===== config.mk =====
export PLATFORM = sky130hd
export DESIGN_NAME = alu_issue_stage
export DESIGN_NICKNAME = d
export VERILOG_FILES = /design/src/rtl/alu_issue_stage_pkg.sv /design/src/rtl/alu_issue_stage_decode.sv /design/src/rtl/alu_issue_stage.sv
export SDC_FILE = /design/constraint.sdc
export NUM_CORES = 1
export LEC_CHECK = 0
export BUFFER_PORTS_ARGS = -buffer_cell sky130_fd_sc_hd__buf_2
export CAP_MARGIN = 5
export CORE_ASPECT_RATIO = 1.75
export CORE_UTILIZATION = 57
export DETAILED_ROUTE_END_ITERATION = 12
export PLACE_DENSITY = 0.82
export SYNTH_ARGS = -nofsm -noshare
export SYNTH_HDL_FRONTEND = slang
export SYNTH_HIERARCHICAL = 1
export SYNTH_SLANG_ARGS = --single-unit

===== constraint.sdc =====
create_clock -name clk -period 3.8 [get_ports clk]
set_clock_uncertainty 0.2 [all_clocks]
set_input_delay 0.38 -clock clk [delete_from_list [all_inputs] [get_ports clk]]
set_output_delay 0.38 -clock clk [all_outputs]
set_load 0.005 [all_outputs]

===== src/rtl/alu_issue_stage_pkg.sv =====
// alu_issue_stage_pkg: opcode/ALU-control constants and the decoded control struct
package alu_issue_stage_pkg;
    localparam logic [2:0] OP_ADD  = 3'd0;
    localparam logic [2:0] OP_SUB  = 3'd1;
    localparam logic [2:0] OP_SLT  = 3'd2;
    localparam logic [2:0] OP_ADDI = 3'd3;
    localparam logic [2:0] OP_LUI  = 3'd4;
    localparam logic [2:0] OP_BEQ  = 3'd5;
    localparam logic [2:0] OP_LW   = 3'd6;
    localparam logic [2:0] OP_SW   = 3'd7;

    localparam logic [1:0] ALU_ADD  = 2'd0;
    localparam logic [1:0] ALU_SUB  = 2'd1;
    localparam logic [1:0] ALU_SLT  = 2'd2;
    localparam logic [1:0] ALU_SHL4 = 2'd3;

    typedef struct packed {
        logic [1:0] alu_ctl;
        logic       reg_write;
        logic       mem_read;
        logic       mem_write;
        logic       branch;
    } ctrl_t;
endpackage


===== src/rtl/alu_issue_stage_decode.sv =====
// issue_decode: combinational opcode decoder producing ALU control, operand B and sideband bits
//   op      in  opcode
//   rt_val  in  register value used as operand B for register-register ops
//   imm     in  immediate field
//   ctrl    out decoded ALU control + sideband
//   b       out selected operand B
module issue_decode
    import alu_issue_stage_pkg::*;
#(
    parameter int WIDTH = 8,
    parameter int IMM_W = 4
) (
    input  logic [2:0]       op,
    input  logic [WIDTH-1:0] rt_val,
    input  logic [IMM_W-1:0] imm,
    output ctrl_t            ctrl,
    output logic [WIDTH-1:0] b
);
    logic [WIDTH-1:0] sx;
    logic [WIDTH-1:0] zx;
    logic             rr;

    assign sx = WIDTH'($signed(imm));
    assign zx = WIDTH'(imm);
    assign rr = op == OP_ADD || op == OP_SUB || op == OP_SLT || op == OP_BEQ;

    assign ctrl.alu_ctl   = (op == OP_SUB || op == OP_BEQ) ? ALU_SUB :
                            op == OP_SLT ? ALU_SLT :
                            op == OP_LUI ? ALU_SHL4 : ALU_ADD;
    assign ctrl.reg_write = !(op == OP_BEQ || op == OP_SW);
    assign ctrl.mem_read  = op == OP_LW;
    assign ctrl.mem_write = op == OP_SW;
    assign ctrl.branch    = op == OP_BEQ;
    assign b              = rr ? rt_val : op == OP_LUI ? zx : sx;
endmodule


===== src/rtl/alu_issue_stage.sv =====
// alu_issue_stage: operand/control issue stage with a 2-entry skid buffer in front of the ALU
//   clk, rst_n            clock, asynchronous active-low reset
//   flush                 synchronous squash of both buffered entries
//   in_valid/in_ready     upstream handshake; in_ready is !skid_valid
//   in_op..in_rd          decoded instruction fields
//   out_valid/out_ready   downstream handshake
//   alu_ctl..branch       registered operand bundle; sideband bits masked by out_valid
module alu_issue_stage
    import alu_issue_stage_pkg::*;
#(
    parameter int WIDTH = 8,
    parameter int IMM_W = 4,
    parameter int RA_W  = 2
) (
    input  logic             clk,
    input  logic             rst_n,
    input  logic             flush,
    input  logic             in_valid,
    output logic             in_ready,
    input  logic [2:0]       in_op,
    input  logic [WIDTH-1:0] in_rs_val,
    input  logic [WIDTH-1:0] in_rt_val,
    input  logic [IMM_W-1:0] in_imm,
    input  logic [RA_W-1:0]  in_rd,
    output logic             out_valid,
    input  logic             out_ready,
    output logic [1:0]       alu_ctl,
    output logic [WIDTH-1:0] alu_a,
    output logic [WIDTH-1:0] alu_b,
    output logic [WIDTH-1:0] store_data,
    output logic [RA_W-1:0]  out_rd,
    output logic             reg_write,
    output logic             mem_read,
    output logic             mem_write,
    output logic             branch
);
    typedef struct packed {
        ctrl_t            ctrl;
        logic [WIDTH-1:0] a;
        logic [WIDTH-1:0] b;
        logic [WIDTH-1:0] sd;
        logic [RA_W-1:0]  rd;
    } bundle_t;

    bundle_t main_q, skid_q, in_b;
    logic    main_valid, skid_valid, accept;

    issue_decode #(.WIDTH(WIDTH), .IMM_W(IMM_W)) u_dec (
        .op     (in_op),
        .rt_val (in_rt_val),
        .imm    (in_imm),
        .ctrl   (in_b.ctrl),
        .b      (in_b.b)
    );

    assign in_b.a  = in_rs_val;
    assign in_b.sd = in_rt_val;
    assign in_b.rd = in_rd;
    assign in_ready = !skid_valid;
    assign accept   = in_valid && in_ready;

    // skid_valid implies main_valid, so a full skid drains whenever out_ready is high
    always_ff @(posedge clk or negedge rst_n) begin
        if (!rst_n) begin
            main_valid <= 1'b0;
            skid_valid <= 1'b0;
            main_q     <= '0;
            skid_q     <= '0;
        end else if (flush) begin
            main_valid <= 1'b0;
            skid_valid <= 1'b0;
        end else if (skid_valid) begin
            if (out_ready) begin
                main_q     <= skid_q;
                skid_valid <= 1'b0;
            end
        end else if (accept) begin
            if (!main_valid || out_ready) begin
                main_q     <= in_b;
                main_valid <= 1'b1;
            end else begin
                skid_q     <= in_b;
                skid_valid <= 1'b1;
            end
        end else if (out_ready) begin
            main_valid <= 1'b0;
        end
    end

    assign out_valid  = main_valid;
    assign alu_ctl    = main_q.ctrl.alu_ctl;
    assign alu_a      = main_q.a;
    assign alu_b      = main_q.b;
    assign store_data = main_q.sd;
    assign out_rd     = main_q.rd;
    assign reg_write  = main_valid && main_q.ctrl.reg_write;
    assign mem_read   = main_valid && main_q.ctrl.mem_read;
    assign mem_write  = main_valid && main_q.ctrl.mem_write;
    assign branch     = main_valid && main_q.ctrl.branch;
endmodule


==> metrics.txt, run 1 <==
unrepaired setup endpoints after global routing no; peak supply drop roughly 0.28 mV; routability cong. approximately 0.75; layout cells sized above 1 64.3%; Setup TNS 0 ns; # rows 36; fin area around 0.0036 sq mm; Yosys cell types 21; Vias per Instance 5.27; CP max stage cell dfrtp_1; WHS about 0.0084 ns; number of global-route vias before repair just under 2000; Hold Crit Class primary input to asynchronous set/reset pin; largest net degree at the start of global routing between 40 and 50; most common cell after layout, fill and taps aside mux2_2; Seq/Total Area, Yosys ~50%; GR Layer Usage met3 roughly 5%; wire length per cell around 15 um; maximum clock rate around 380 MHz; core area 0.00559 sq mm; area added between synthesis and finish 9.90%; Synth area leaders dfrtp_1 50%, mux2_2 32%, buf_4 7.1%; Pwr Density 494 mW/mm^2; clock transition at the registers of the reported paths about 0.070 ns; drt pass-1 iters 4; GRT Overall Usage a little over a fifth; Syn Inst Count between 200 and 250; Final Non-Filler Cells about 360; Worst Path Buf+Inv 1; critical path class flip-flop to flip-flop; first-pass GRT wire length approximately 9500 um; DRC viols 0; grt met2 use 34.0%; Max-Cap Viols 0; die area a little over 0.006 sq mm; cts repair resizes 0; average instance area after synthesis roughly 14 sq um; worst path required time roughly 3.8 ns; Sink Count between 60 and 70; most used routing layer met2; startpoint types flip-flop; Worst-Margin Slew around 0.98 ns; Post-Route WL approximately 5500 um; dpl cell area between 0.003 and 0.004 sq mm; endpoints failing hold 0; commonest non-fill, non-tap cells in the layout 93 x mux2_2, 66 x dfrtp_1, 63 x buf_2, 12 x clkbuf_8; cts hold-fix bufs 0; clk_lat worst skew 0.33 ns; fin nets 308; Netlist Area Pre-Place around 0.0033 sq mm; initial antenna violation count 0; Post-CTS Setup Bufs 0; CTS tree yes; CP cell instances or2_1 > a211oi_4 > buf_4 > mux2_2; starting density of the core between 50% and 60%; die width slightly below 60 um; relative max-transition margin roughly a third; syn_nets between 200 and 300; Synth area leader dfrtp_1; htree depth 3; synthesized flop and latch total between 60 and 70; Yosys warnings 6; number of port buffers between 60 and 70; Synth top area share between 50% and 60%; Detailed Place HPWL roughly 3800 um; Die H between 100 and 150 um; Max FO, Critical Path 22; Clock Path Buffers 2; fin. max-slew vios 0; Routed Antenna Nets 0; n_diodes 0; Final min period about 2.6 ns; # setup viols final 0; root buffer cell clkbuf_8; number of buffers created by CTS 9; Worst Path Arrival 2.65 ns; GRT overflow 0; IO Count 64; vias post-DR 1892; FILL cells 473; Pleak 0.00169 uW; crit end category flip-flop; grt met1 use a little over a quarter; CP max stage delay 0.60 ns; dpl cells between 300 and 400; CP top delay family flip-flops; DR iter-0 viols 18; status completed; period utilization 69.5%
area by class of cell:
class | instances | area (sq um) | share of cell area [%]
well taps | 76 | 95.1 | 2.62
multi-input cells | 128 | 1330 | 36.6
flip-flops and latches | 66 | 1650 | 45.6
clock buffers | 14 | 173 | 4.76
clock inverters | 2 | 10.0 | 0.276
repair buffers | 67 | 345 | 9.53
inverters | 6 | 22.5 | 0.621
Yosys cell counts, drive strengths merged:
cell and count:
nor4 1, dfrtp 66, and3 1, xnor2 1, o21ai 5, o211ai 1, nand2 4, buf 36
a211oi 2, a21oi 1, or2 1, and2 4, nor2 6, mux2 101, inv 6, clkbuf 4
worst reg2reg max path: cells and delay by family (launching register included):
kind                   cells  cell delay, ns
AND/OR/NAND/NOR            1            0.36
multiplexers               1            0.40
buffers and inverters      1            0.41
AO/OA/AOI/OAI              1            0.55
flip-flops                 1            0.60
worst paths after layout:
path | start | end | cells past startpoint | slack [ns]
worst max-delay path | skid_valid$_DFF_PN0_ | alu_b[6]$_DFFE_PN0P_ | 4 | 1.16
worst min-delay path | rst_n | skid_q[4]$_DFFE_PN0P_ | 1 | 0.008
worst max register to register | skid_valid$_DFF_PN0_ | alu_b[6]$_DFFE_PN0P_ | 4 | 1.16
worst min register to register | skid_q[20]$_DFFE_PN0P_ | skid_q[20]$_DFFE_PN0P_ | 1 | 0.29
max in group asynchronous | rst_n | skid_q[5]$_DFFE_PN0P_ | 2 | 2.54
min in group clk | out_ready | skid_valid$_DFF_PN0_ | 2 | 0.08
state kept, by name, summed over array words and instances, names as in the netlist:
name,cells
skid_q,32
alu_a,8
alu_b,8
store_data,8
main_q,4
alu_ctl,2
out_rd,2
out_valid,1
skid_valid,1
metal layers:
layer / routed length [um] / up-vias
li1: - / 881
met1: 2350 / 958
met2: 2890 / 45
met3: 183 / 8
met4: 93 / 0
met5: 0 / -
cells by family (layout without fill, tap and decap cells):
logic type,after synthesis,after routing,synth area share [%]
muxes,101,101,35.1
DFF,66,66,50.1
buffers and inverters,46,89,9.94
and+or+nand+nor,17,17,2.69
AOI/OAI and AO/OA,9,9,1.97
xor gates and xnor gates,1,1,0.266
report_power, final:
| part | leakage [uW] | switching (uW) | internal, uW |
|---|---|---|---|
| registers | 0.000810 | 74.2 | 855 |
| logic | 0.000786 | 126 | 205 |
| clock network | 0.0000965 | 242 | 289 |
metrics by stage:
stage	setup slack [ns]	total power, uW	utilization, %
3_5_place_dp	1.15	1280	61.6
4_1_cts	1.13	1810	64.9
6_report	1.16	1790	64.9
3_3_place_gp	1.17	1260	61.6
2_1_floorplan	1.85	1220	-
5_1_grt	0.982	1890	64.9
No activity file was read; power rests on OpenSTA's default activity.
==> run 2: changes to the inputs <==
--- a/config.mk
+++ b/config.mk
@@ -8,9 +8,9 @@
 export BUFFER_PORTS_ARGS = -buffer_cell sky130_fd_sc_hd__buf_2
 export CAP_MARGIN = 5
 export CORE_ASPECT_RATIO = 1.75
-export CORE_UTILIZATION = 57
+export CORE_UTILIZATION = 50
 export DETAILED_ROUTE_END_ITERATION = 12
-export PLACE_DENSITY = 0.82
+export PLACE_DENSITY = 0.76
 export SYNTH_ARGS = -nofsm -noshare
 export SYNTH_HDL_FRONTEND = slang
 export SYNTH_HIERARCHICAL = 1
==> constraint.sdc (replaced) <==
create_clock -name clk -period 2.1 [get_ports clk]
set_clock_uncertainty 0.2 [all_clocks]
set_input_delay 0.21 -clock clk [delete_from_list [all_inputs] [get_ports clk]]
set_output_delay 0.21 -clock clk [all_outputs]
set_load 0.005 [all_outputs]
==> metrics.txt, run 2 (synthesis gave the netlist of run 1 again) <==
FILL cells between 400 and 500; area added between synthesis and finish 19.6%; starting density of the core 52.6%; crit end category flip-flop; CP max stage cell dfrtp_2; endpoints failing hold 0; Detailed Place HPWL between 3000 and 4000 um; peak supply drop a little over 0.6 mV; Largest register FFs 32; CP max stage delay 0.44 ns; GRT overflow 0; # setup viols final 0; CTS tree yes; htree depth 3; Max-Cap Viols 0; vias post-DR 1985; Pleak 0.00184 uW; initial antenna violation count 0; unrepaired setup endpoints after global routing no; GRT Overall Usage between 10% and 20%; status completed; Final min period 1.94 ns; DRC viols 0; fin area 0.00395 sq mm; Clock Path Buffers 2; number of port buffers 63; Post-Route WL between 5000 and 6000 um; critical path class flip-flop to flip-flop; post-route setup slack around 0.16 ns; number of global-route vias before repair 2090; die width about 63 um; cts repair resizes 0; worst path required time 2.12 ns; Pwr Density between 800 and 900 mW/mm^2; Worst Path Arrival roughly 2.0 ns; fin. max-slew vios 0; routability cong. approximately 0.75; drt pass-1 iters 4; fin nets between 300 and 400; startpoint types flip-flop; period utilization between 90% and 100%; first-pass GRT wire length a little under 10000 um; CP cell instances or2_1 > a211oi_4 > buf_4 > mux2_2; dpl cell area between 0.003 and 0.004 sq mm; n_diodes 0; Sink Count 66; wire length per cell about 15 um; Post-CTS Setup Bufs 0; Biggest register skid_q; Worst-Margin Slew roughly 0.37 ns; DR iter-0 viols 52; Setup TNS 0 ns; largest net degree at the start of global routing 67; cts hold-fix bufs 23; # rows 38; clock transition at the registers of the reported paths about 0.060 ns; root buffer cell clkbuf_8; Routed Antenna Nets 0; relative max-transition margin around 75%; layout cells sized above 1 roughly three fifths; Hold Crit Class primary input to flip-flop; IO Count 64; Finished Core Util between 60% and 70%; clk_lat worst skew between 0.3 and 0.4 ns; worst slack at placement ~0.15 ns; most common cell after layout, fill and taps aside mux2_2; Vias per Instance between 5 and 6; number of buffers created by CTS 9; Die H 109 um; maximum clock rate 514 MHz; Max FO, Critical Path 15; commonest non-fill, non-tap cells in the layout 93 x mux2_2, 65 x dfrtp_1, 63 x buf_2, 23 x dlygate4sd3_1, 13 x clkbuf_8; die area between 0.006 and 0.007 sq mm; core area ~0.0063 sq mm
## run 2: cell types whose count changed in the layout (fill, tap and decap cells not counted), sizes merged
cell / change
bufinv: +1
clkbuf: +1
clkinv: -2
dlygate4sd3: +23
buf: +5
## run 2: worst max-delay path, delay by kind of cell, from the launching register on
family                 cells  cell delay, ns
AO/OA/AOI/OAI              1            0.27
buffers and inverters      1            0.29
flip-flops                 1            0.44
multiplexers               1            0.36
AND/OR/NAND/NOR            1            0.27
## run 2: final timing paths
check | end | startpoint | slack [ns] | cells past startpoint
worst max-delay path | store_data[7]$_DFFE_PN0P_ | skid_valid$_DFF_PN0_ | 0.16 | 4
worst min-delay path | skid_q[12]$_DFFE_PN0P_ | in_imm[2] | 0.05 | 3
worst max register to register | store_data[7]$_DFFE_PN0P_ | skid_valid$_DFF_PN0_ | 0.16 | 4
worst min register to register | skid_q[21]$_DFFE_PN0P_ | skid_q[21]$_DFFE_PN0P_ | 0.29 | 1
max in group asynchronous | skid_valid$_DFF_PN0_ | rst_n | 1.19 | 3
min in group asynchronous | skid_q[30]$_DFFE_PN0P_ | rst_n | 0.21 | 3
## run 2: layout make-up
cell class | count | area (sq um) | share of cell area, %
Clock inverter | 1 | 30.0 | 0.761
Sequential cell | 66 | 1650 | 41.9
Clock buffer | 15 | 186 | 4.73
Timing Repair Buffer | 95 | 626 | 15.9
Multi-Input combinational cell | 128 | 1330 | 33.7
Inverter | 6 | 22.5 | 0.571
Tap cell | 80 | 100 | 2.54
## run 2: stage by stage
step	cells	power, uW	hold WS (ns)
6_report	391	3440	0.0533
5_1_grt	391	3640	0.0458
4_1_cts	391	3490	0.0405
3_5_place_dp	352	2320	0.0531
3_3_place_gp	352	2290	0.0485
2_1_floorplan	240	2200	-0.286
## run 2: where the power goes
part	switching (uW)	total (uW)	internal [uW]
Sequential	131	1680	1550
Combinational	236	644	408
Clock	442	1120	680
## run 2: layer usage
metal | track usage, % | wire length (um) | vias up
met3 | 4.36 | 198 | 15
met1 | 21.4 | 2360 | 988
met2 | 32.1 | 3060 | 43
met4 | 11.0 | 188 | 0
met5 | 0 | 0 | -
li1 | - | - | 939
==> run 3: changes to the inputs <==
--- a/config.mk
+++ b/config.mk
@@ -7,7 +7,7 @@
 export LEC_CHECK = 0
 export BUFFER_PORTS_ARGS = -buffer_cell sky130_fd_sc_hd__buf_2
 export CAP_MARGIN = 5
-export CORE_ASPECT_RATIO = 1.75
+export CORE_ASPECT_RATIO = 1.5
 export CORE_UTILIZATION = 50
 export DETAILED_ROUTE_END_ITERATION = 12
 export PLACE_DENSITY = 0.76
==> metrics.txt, run 3 (synthesis gave the netlist of run 1 again) <==
status completed; Pleak approximately 0.0018 uW; initial antenna violation count 0; Post-CTS Setup Bufs 0; Sink Count 66; DR iter-0 viols between 90 and 100; Max FO, Critical Path 19; peak supply drop 0.631 mV; Setup TNS 0 ns; CTS tree yes; root buffer cell clkbuf_8; fin nets roughly 340; startpoint types flip-flop; wire length per cell approximately 15 um; Detailed Place HPWL just under 4000 um; starting density of the core about 53%; Vias per Instance slightly above 5; Finished Core Util a little over three fifths; number of global-route vias before repair a little over 2000; clock transition at the registers of the reported paths 0.07 ns; first-pass GRT wire length 9850 um; Final min period between 1.5 and 2 ns; Worst-Margin Slew between 0.5 and 0.6 ns; number of buffers created by CTS 9; # setup viols final 0; GRT Overall Usage between 10% and 20%; n_diodes 0; unrepaired setup endpoints after global routing no; drt pass-1 iters 4; Post-Route WL just under 6000 um; Biggest register skid_q; crit end category flip-flop; number of port buffers 63; largest net degree at the start of global routing 45; critical path class flip-flop to flip-flop; fin. max-slew vios 0; area added between synthesis and finish 19.3%; critical path launch point skid_valid$_DFF_PN0_; die width slightly below 70 um; die area just under 0.007 sq mm; Pwr Density between 800 and 900 mW/mm^2; period utilization 95.0%; # rows 35; hold_sp in_imm[2]; worst path required time between 2 and 2.5 ns; endpoints failing hold 0; GRT overflow 0; IO Count 64; DRC viols 0; Max-Cap Viols 0; most common cell after layout, fill and taps aside mux2_2; r2r startpoint skid_valid$_DFF_PN0_; htree depth 3; clk_lat worst skew roughly 0.34 ns; Hold Crit Class primary input to flip-flop; Clock Path Buffers 2; Die H just over 100 um; core area 0.00626 sq mm; cts repair resizes 0; total power between 3000 and 4000 uW; Largest register FFs 32; commonest non-fill, non-tap cells in the layout 93 x mux2_2, 65 x dfrtp_1, 63 x buf_2, 23 x dlygate4sd3_1, 11 x clkbuf_8; Worst Path Arrival 2.01 ns; routability cong. between 0.7 and 0.8; vias post-DR 1983; FILL cells between 400 and 500; relative max-transition margin between 60 and 70%; maximum clock rate about 500 MHz; Routed Antenna Nets 0; layout cells sized above 1 60.0%
run 3: cell types whose count changed in the layout (fill, tap and decap cells not counted):
cell,previous run,this run
buf_12,1,3
buf_4,8,5
clkbuf_1,2,3
clkbuf_8,13,11
clkinv_2,0,1
run 3: area by class of cell:
class	instances	area (sq um)	area share [%]
repair buffers	94	643	16.3
inverters	6	22.5	0.572
well taps	74	92.6	2.35
clock inverters	2	35.0	0.890
clock buffers	14	163	4.13
flip-flops and latches	66	1650	42.0
multi-input cells	128	1330	33.7
run 3: worst max-delay path, cell delays in order, from the launching register on:
cell           delay (ns)
dfrtp_2              0.42
buf_4                0.18
buf_4                0.22
o21ai_0              0.19
a21oi_1              0.09
dlygate4sd3_1        0.57
run 3: metrics by stage:
step | std cells | setup WS (ns) | hold slack, ns | cell area (sq um)
after floorplan | 240 | 0.174 | -0.286 | 3300
after global placement | 345 | 0.221 | 0.0193 | 3510
after detailed placement | 345 | 0.170 | 0.0206 | 3510
after CTS | 384 | 0.138 | 0.0407 | 3940
after global routing | 384 | 0.00617 | 0.0589 | 3940
final | 384 | 0.105 | 0.0606 | 3940
run 3: worst paths after layout:
kind                                             endpoint  slack [ns]  cells past startpoint
worst max-delay path                out_valid$_DFFE_PN0P_        0.10                      5
max in group asynchronous            skid_valid$_DFF_PN0_        0.88                      3
min in group asynchronous       store_data[0]$_DFFE_PN0P_        0.19                      2
worst min register to register  store_data[0]$_DFFE_PN0P_        0.29                      1
worst min-delay path               skid_q[12]$_DFFE_PN0P_        0.06                      3
worst max register to register      out_valid$_DFFE_PN0P_        0.10                      5
run 3: power breakdown:
part           internal (uW)  switching, uW
Clock                    613            449
Combinational            410            245
Sequential              1550            124
Total                   2570            818
run 3: per-layer routing:
layer / global-route usage (%) / share of wire [%]
met5: 0 / 0
met2: 31.8 / 52
met4: 10.6 / 1.6
met3: 4.73 / 3.8
met1: 24.5 / 42
run 3: timing repair:
action | CTS | global route
hold buffers | 23 | 0
endpoints found under the setup margin | 0 | 0
hold endpoints to repair | 42 | 0
